$ cat config.mk
export PLATFORM = sky130hd
export DESIGN_NAME = alu_ctrl_stage
export DESIGN_NICKNAME = d
export VERILOG_FILES = /design/src/rtl/alu_ctrl_stage.sv
export SDC_FILE = /design/constraint.sdc
export NUM_CORES = 1
export LEC_CHECK = 0
export BUFFER_PORTS_ARGS = -buffer_cell sky130_fd_sc_hd__buf_2
export CAP_MARGIN = 0
export CORE_UTILIZATION = 48
export CTS_CLUSTER_SIZE = 14
export DETAILED_ROUTE_END_ITERATION = 8
export PLACE_DENSITY = 0.76
export SLEW_MARGIN = 40
export SYNTH_ARGS = -nofsm -noshare
export SYNTH_HDL_FRONTEND = slang
export SYNTH_SLANG_ARGS = --single-unit
$ cat constraint.sdc
create_clock -name clk -period 2.41 [get_ports clk]
set_input_delay 0.3615 -clock clk [delete_from_list [all_inputs] [get_ports clk]]
set_output_delay 0.3615 -clock clk [all_outputs]
set_load 0.02 [all_outputs]
$ cat src/rtl/alu_ctrl_stage.sv
// alu_ctrl_stage
//
// Builds the execute-stage ALU controls. The decode-stage opcode and funct fields are
// decoded combinationally, and the result is loaded into the ID/EX control register.
// This stage also supports hazard stall and flush. Unsupported instructions are flagged,
// and a saturating counter records how many were captured.
//
// Ports:
//   clk            system clock
//   reset          synchronous, active-high reset
//   valid_d        decode-stage instruction valid
//   op_d           instruction opcode [6:0]
//   funct3_d       instruction [14:12]
//   funct7b5_d     instruction [30]
//   stall_e        hold the execute control register
//   flush_e        load a bubble into the execute control register
//   illegal_clr    clear the illegal-instruction counter
//   valid_e        execute-stage instruction valid
//   alu_control_e  ALU operation code (000 add, 001 sub, 010 unsigned A>B, 110 or, 111 and)
//   alu_src_e      1 = SrcB is the immediate, 0 = SrcB is rs2
//   swap_e         1 = execute exchanges SrcA and SrcB before the ALU
//   reg_write_e    writeback enable
//   mem_write_e    store enable
//   branch_e       conditional branch
//   branch_ne_e    branch taken on zero=0 (bne), otherwise on zero=1 (beq)
//   illegal_e      captured instruction is unsupported
//   illegal_count  saturating count of captured illegal instructions

module alu_ctrl_stage #(
    parameter int unsigned CNT_WIDTH = 8
) (
    input  logic                 clk,
    input  logic                 reset,
    input  logic                 valid_d,
    input  logic [6:0]           op_d,
    input  logic [2:0]           funct3_d,
    input  logic                 funct7b5_d,
    input  logic                 stall_e,
    input  logic                 flush_e,
    input  logic                 illegal_clr,
    output logic                 valid_e,
    output logic [2:0]           alu_control_e,
    output logic                 alu_src_e,
    output logic                 swap_e,
    output logic                 reg_write_e,
    output logic                 mem_write_e,
    output logic                 branch_e,
    output logic                 branch_ne_e,
    output logic                 illegal_e,
    output logic [CNT_WIDTH-1:0] illegal_count
);

    localparam logic [6:0] OpRtype  = 7'b0110011;
    localparam logic [6:0] OpIalu   = 7'b0010011;
    localparam logic [6:0] OpLoad   = 7'b0000011;
    localparam logic [6:0] OpStore  = 7'b0100011;
    localparam logic [6:0] OpBranch = 7'b1100011;

    localparam logic [2:0] AluAdd = 3'b000;
    localparam logic [2:0] AluSub = 3'b001;
    localparam logic [2:0] AluGtu = 3'b010;
    localparam logic [2:0] AluOr  = 3'b110;
    localparam logic [2:0] AluAnd = 3'b111;

    typedef struct packed {
        logic       valid;
        logic [2:0] alu_control;
        logic       alu_src;
        logic       swap;
        logic       reg_write;
        logic       mem_write;
        logic       branch;
        logic       branch_ne;
        logic       illegal;
    } ctrl_t;

    ctrl_t dec_ctrl;
    ctrl_t ctrl_d, ctrl_q;

    logic                 dec_illegal;
    logic                 capture;
    logic                 illegal_capture;
    logic [CNT_WIDTH-1:0] cnt_d, cnt_q;

    // Decode the instruction fields. This logic does not depend on valid_d; the
    // capture mux below handles bubbles.
    always_comb begin
        dec_ctrl    = '0;
        dec_illegal = 1'b0;
        unique case (op_d)
            OpRtype: begin
                dec_ctrl.reg_write = 1'b1;
                if      (funct3_d == 3'b000 && !funct7b5_d) dec_ctrl.alu_control = AluAdd;
                else if (funct3_d == 3'b000 &&  funct7b5_d) dec_ctrl.alu_control = AluSub;
                else if (funct3_d == 3'b110 && !funct7b5_d) dec_ctrl.alu_control = AluOr;
                else if (funct3_d == 3'b111 && !funct7b5_d) dec_ctrl.alu_control = AluAnd;
                else if (funct3_d == 3'b011 && !funct7b5_d) begin
                    // sltu computes rs1 < rs2 as rs2 > rs1 on the swapped operands
                    dec_ctrl.alu_control = AluGtu;
                    dec_ctrl.swap        = 1'b1;
                end else begin
                    dec_illegal = 1'b1;
                end
            end
            OpIalu: begin
                // funct7b5 is an immediate bit here, so it is not decoded
                dec_ctrl.reg_write = 1'b1;
                dec_ctrl.alu_src   = 1'b1;
                unique case (funct3_d)
                    3'b000: dec_ctrl.alu_control = AluAdd;
                    3'b110: dec_ctrl.alu_control = AluOr;
                    3'b111: dec_ctrl.alu_control = AluAnd;
                    3'b011: begin
                        dec_ctrl.alu_control = AluGtu;
                        dec_ctrl.swap        = 1'b1;
                    end
                    default: dec_illegal = 1'b1;
                endcase
            end
            OpLoad: begin
                if (funct3_d == 3'b010) begin
                    dec_ctrl.alu_control = AluAdd;
                    dec_ctrl.alu_src     = 1'b1;
                    dec_ctrl.reg_write   = 1'b1;
                end else begin
                    dec_illegal = 1'b1;
                end
            end
            OpStore: begin
                if (funct3_d == 3'b010) begin
                    dec_ctrl.alu_control = AluAdd;
                    dec_ctrl.alu_src     = 1'b1;
                    dec_ctrl.mem_write   = 1'b1;
                end else begin
                    dec_illegal = 1'b1;
                end
            end
            OpBranch: begin
                dec_ctrl.alu_control = AluSub;
                dec_ctrl.branch      = 1'b1;
                unique case (funct3_d)
                    3'b000:  dec_ctrl.branch_ne = 1'b0;
                    3'b001:  dec_ctrl.branch_ne = 1'b1;
                    default: dec_illegal = 1'b1;
                endcase
            end
            default: dec_illegal = 1'b1;
        endcase

        // Illegal instructions carry no side effects; only valid and illegal stay set.
        if (dec_illegal) begin
            dec_ctrl         = '0;
            dec_ctrl.illegal = 1'b1;
        end
        dec_ctrl.valid = 1'b1;
    end

    assign capture         = !reset && !flush_e && !stall_e;
    assign illegal_capture = capture && valid_d && dec_illegal;

    // Priority below reset: flush > stall > capture.
    always_comb begin
        ctrl_d = '0;
        if (flush_e) begin
            ctrl_d = '0;
        end else if (stall_e) begin
            ctrl_d = ctrl_q;
        end else if (valid_d) begin
            ctrl_d = dec_ctrl;
        end else begin
            ctrl_d = '0;
        end
    end

    always_ff @(posedge clk) begin
        if (reset) begin
            ctrl_q <= '0;
        end else begin
            ctrl_q <= ctrl_d;
        end
    end

    // Clearing and counting in the same cycle leaves the new capture counted.
    always_comb begin
        cnt_d = cnt_q;
        if (illegal_clr) begin
            cnt_d = illegal_capture ? CNT_WIDTH'(1) : '0;
        end else if (illegal_capture && (cnt_q != {CNT_WIDTH{1'b1}})) begin
            cnt_d = cnt_q + CNT_WIDTH'(1);
        end
    end

    always_ff @(posedge clk) begin
        if (reset) begin
            cnt_q <= '0;
        end else begin
            cnt_q <= cnt_d;
        end
    end

    assign valid_e       = ctrl_q.valid;
    assign alu_control_e = ctrl_q.alu_control;
    assign alu_src_e     = ctrl_q.alu_src;
    assign swap_e        = ctrl_q.swap;
    assign reg_write_e   = ctrl_q.reg_write;
    assign mem_write_e   = ctrl_q.mem_write;
    assign branch_e      = ctrl_q.branch;
    assign branch_ne_e   = ctrl_q.branch_ne;
    assign illegal_e     = ctrl_q.illegal;
    assign illegal_count = cnt_q;

endmodule

==> impl_metrics.ini <==
[yosys]
synth-edff-count = 0
syn_inst = 116
synth_top_cell_by_area = dfxtp_1
synthesis.nets = 134
synth-seq-cells = 19
synth_ff_type = dfxtp_1
yosys.area.top_type_share_pct = 38.53
syn-cell-area_sq_um = 987.2
yosysSeqAreaShare_pct = 38.53
ys_top_cells_by_area = dfxtp_1, nand2_1, nor3b_1, a22o_1, a21oi_1
syn-mean-instance-area_sq_um = 8.510
synth_warnings = 0
synth.distinct_cells = 41
synthArstFlopShare_pct = 0

[layout]
syn_to_final_growth_pct = 24.46
utilization_pct = 63.27
drive_above_1_share_pct = 32.90
num-nets-final = 174
antenna_cells = 0
largest_reg_flops = 8

[cts]
hold_buffers = 0
cts_tree = yes
cts_buffers = 3
post_cts_buffers = 0
cts_num_sinks = 19
clk_path_buf_depth = 2
htree_levels = 1
cts_resized = 0
cts-root-buf = clkbuf_4
clkTransAtPathRegs_ns = 0.10
clk_latency_ns = 0.29

[placement]
gp_congestion = 0.8095
post-dp-hpwl_mm = 1.807
port_buffers = 35

[sta]
worst_clock_skew_ns = 0.002843
period_minus_slack_ns = 1.865
period_share_pct = 77.38
drv_slew = 0
relSlewSlack_pct = 71.19
finalSetupViolCount = 0
rsz0062_at_grt = false
worst_pin_slew_ns = 0.4267
finalHoldViolations = 0
max_freq_mhz = 536.2
setup_tns_ns = 0

[global_route]
grt_max_degree = 17
grt_pass1_vias = 843
grt_usage_pct = 22.50
grt_overflow = 0
antenna_found_initial = 0
grt_pass1_wl_mm = 3.581

[run]
max_cap_viol_count = 0

[drt]
routedWlPerCell_um = 12.62
ant_nets = 0
remaining_drc_errors = 0
dr.pass1.iters = 4
drt_iter0_drc = 26
via_per_inst = 5.687
finalWirelength_mm = 2.296
vias = 1035

[critical_path]
crit_fanout = 16
worstPathRequired_ns = 2.64
endpoint_kind = flip-flop
crit_path_start_kind = input pin
worstPathArrival_ns = 2.09
crit_type = in2reg

[power]
leakage_nw = 0.5267
report.power.total_uw = 534.3
peakVddDrop_mv = 0.3653
power_density_mw_per_mm2 = 434.9

[die]
fp.coreArea_sq_mm = 0.001942
rows = 16
io_pins = 36
die_y_um = 47.35
start_util_pct = 50.84
die_w_um = 47.35
die_area_sq_mm = 0.002242

[hold_path]
min_path_type = in2reg

[outcome]
status = complete, no violations
-- cell type report --
cell class              count  area (sq um)
inverters                   5         18.77
flip-flops and latches     19         380.4
repair buffers             39         205.2
multi-input cells          88         564.3
well taps                  27         33.78
fillers                   181         713.2
clock buffers               4         26.28
-- power by group --
group | switching (mW) | leakage (nW) | internal [mW]
clock network | 0.0917 | 0.0150 | 0.0643
registers | 0.00120 | 0.153 | 0.316
logic | 0.0362 | 0.359 | 0.0253
-- metrics by stage --
stage	instances	hold WS [ns]	area (sq um)	worst slack (ns)
after floorplan	116	0.4408	987.2	0.5116
after global placement	178	0.4253	1202	0.3203
after detailed placement	178	0.4273	1202	0.2593
after CTS	182	0.2705	1229	0.5610
after global routing	182	0.2791	1229	0.4471
final	182	0.2792	1229	0.5451
-- cell usage after synthesis (all sizes together) (2+ instances only) --
master and n:
a21oi 7, a22o 4, a32o 2, buf 2, clkbuf 2, dfxtp 19, inv 5, nand2 14
nand3 4, nand4 2, nor2 8, nor3 4, nor3b 6, o21ai 7, o311ai 2, o31ai 4
o41ai 2, or3 4, or4 4
-- placed cells by master (no fill, tap or decap), types with 2 or more instances in the layout --
cell type / n
a21oi_1: 6
a22o_1: 4
a32o_1: 2
buf_2: 35
buf_4: 4
clkbuf_4: 3
dfxtp_1: 19
inv_1: 3
inv_2: 2
nand2_1: 14
nand3_1: 4
nand4_1: 2
nor2_1: 7
nor3_1: 4
nor3b_1: 5
o21ai_0: 6
o311ai_0: 2
o31ai_1: 3
o41ai_1: 2
or3_1: 3
or4_1: 4
-- worst paths after layout --
check	end	slack [ns]	cells after the start	from
setup / recovery	illegal_count[3]$_SDFFE_PP0P_	0.55	8	funct3_d[0]
hold / removal	mem_write_e$_SDFFE_PP0N_	0.28	2	flush_e
hold reg to reg	swap_e$_SDFFE_PP0N_	0.45	2	swap_e$_SDFFE_PP0N_
setup reg to reg	illegal_count[4]$_SDFFE_PP0P_	0.79	6	illegal_count[0]$_SDFFE_PP0P_
-- logic make-up after synthesis --
family | count (synthesis) | synth area share [%]
AO/OA/AOI/OAI | 31 | 22.81
adder cells (fa/ha/maj) | 1 | 1.267
flip-flops | 19 | 38.53
multiplexers | 1 | 1.014
XOR/XNOR | 1 | 0.8874
AND/OR/NAND/NOR | 54 | 31.18
buffers and inverters | 9 | 4.309
-- worst max-delay path, stage by stage --
cell and delay (ns):
buf_2 0.13, nor2_2 0.15, xor2_1 0.08, a311oi_1 0.36
o31ai_2 0.10, buf_4 0.19, or4_1 0.54, a21oi_1 0.17
-- metal layers --
layer,up-vias,wire length (um),track usage [%]
met4,0,16,8.571
li1,520,-,-
met2,32,1138,38.90
met5,-,0,0
met3,2,86,3.462
met1,481,1055,27.84
Power figures use the tool's default switching activity.
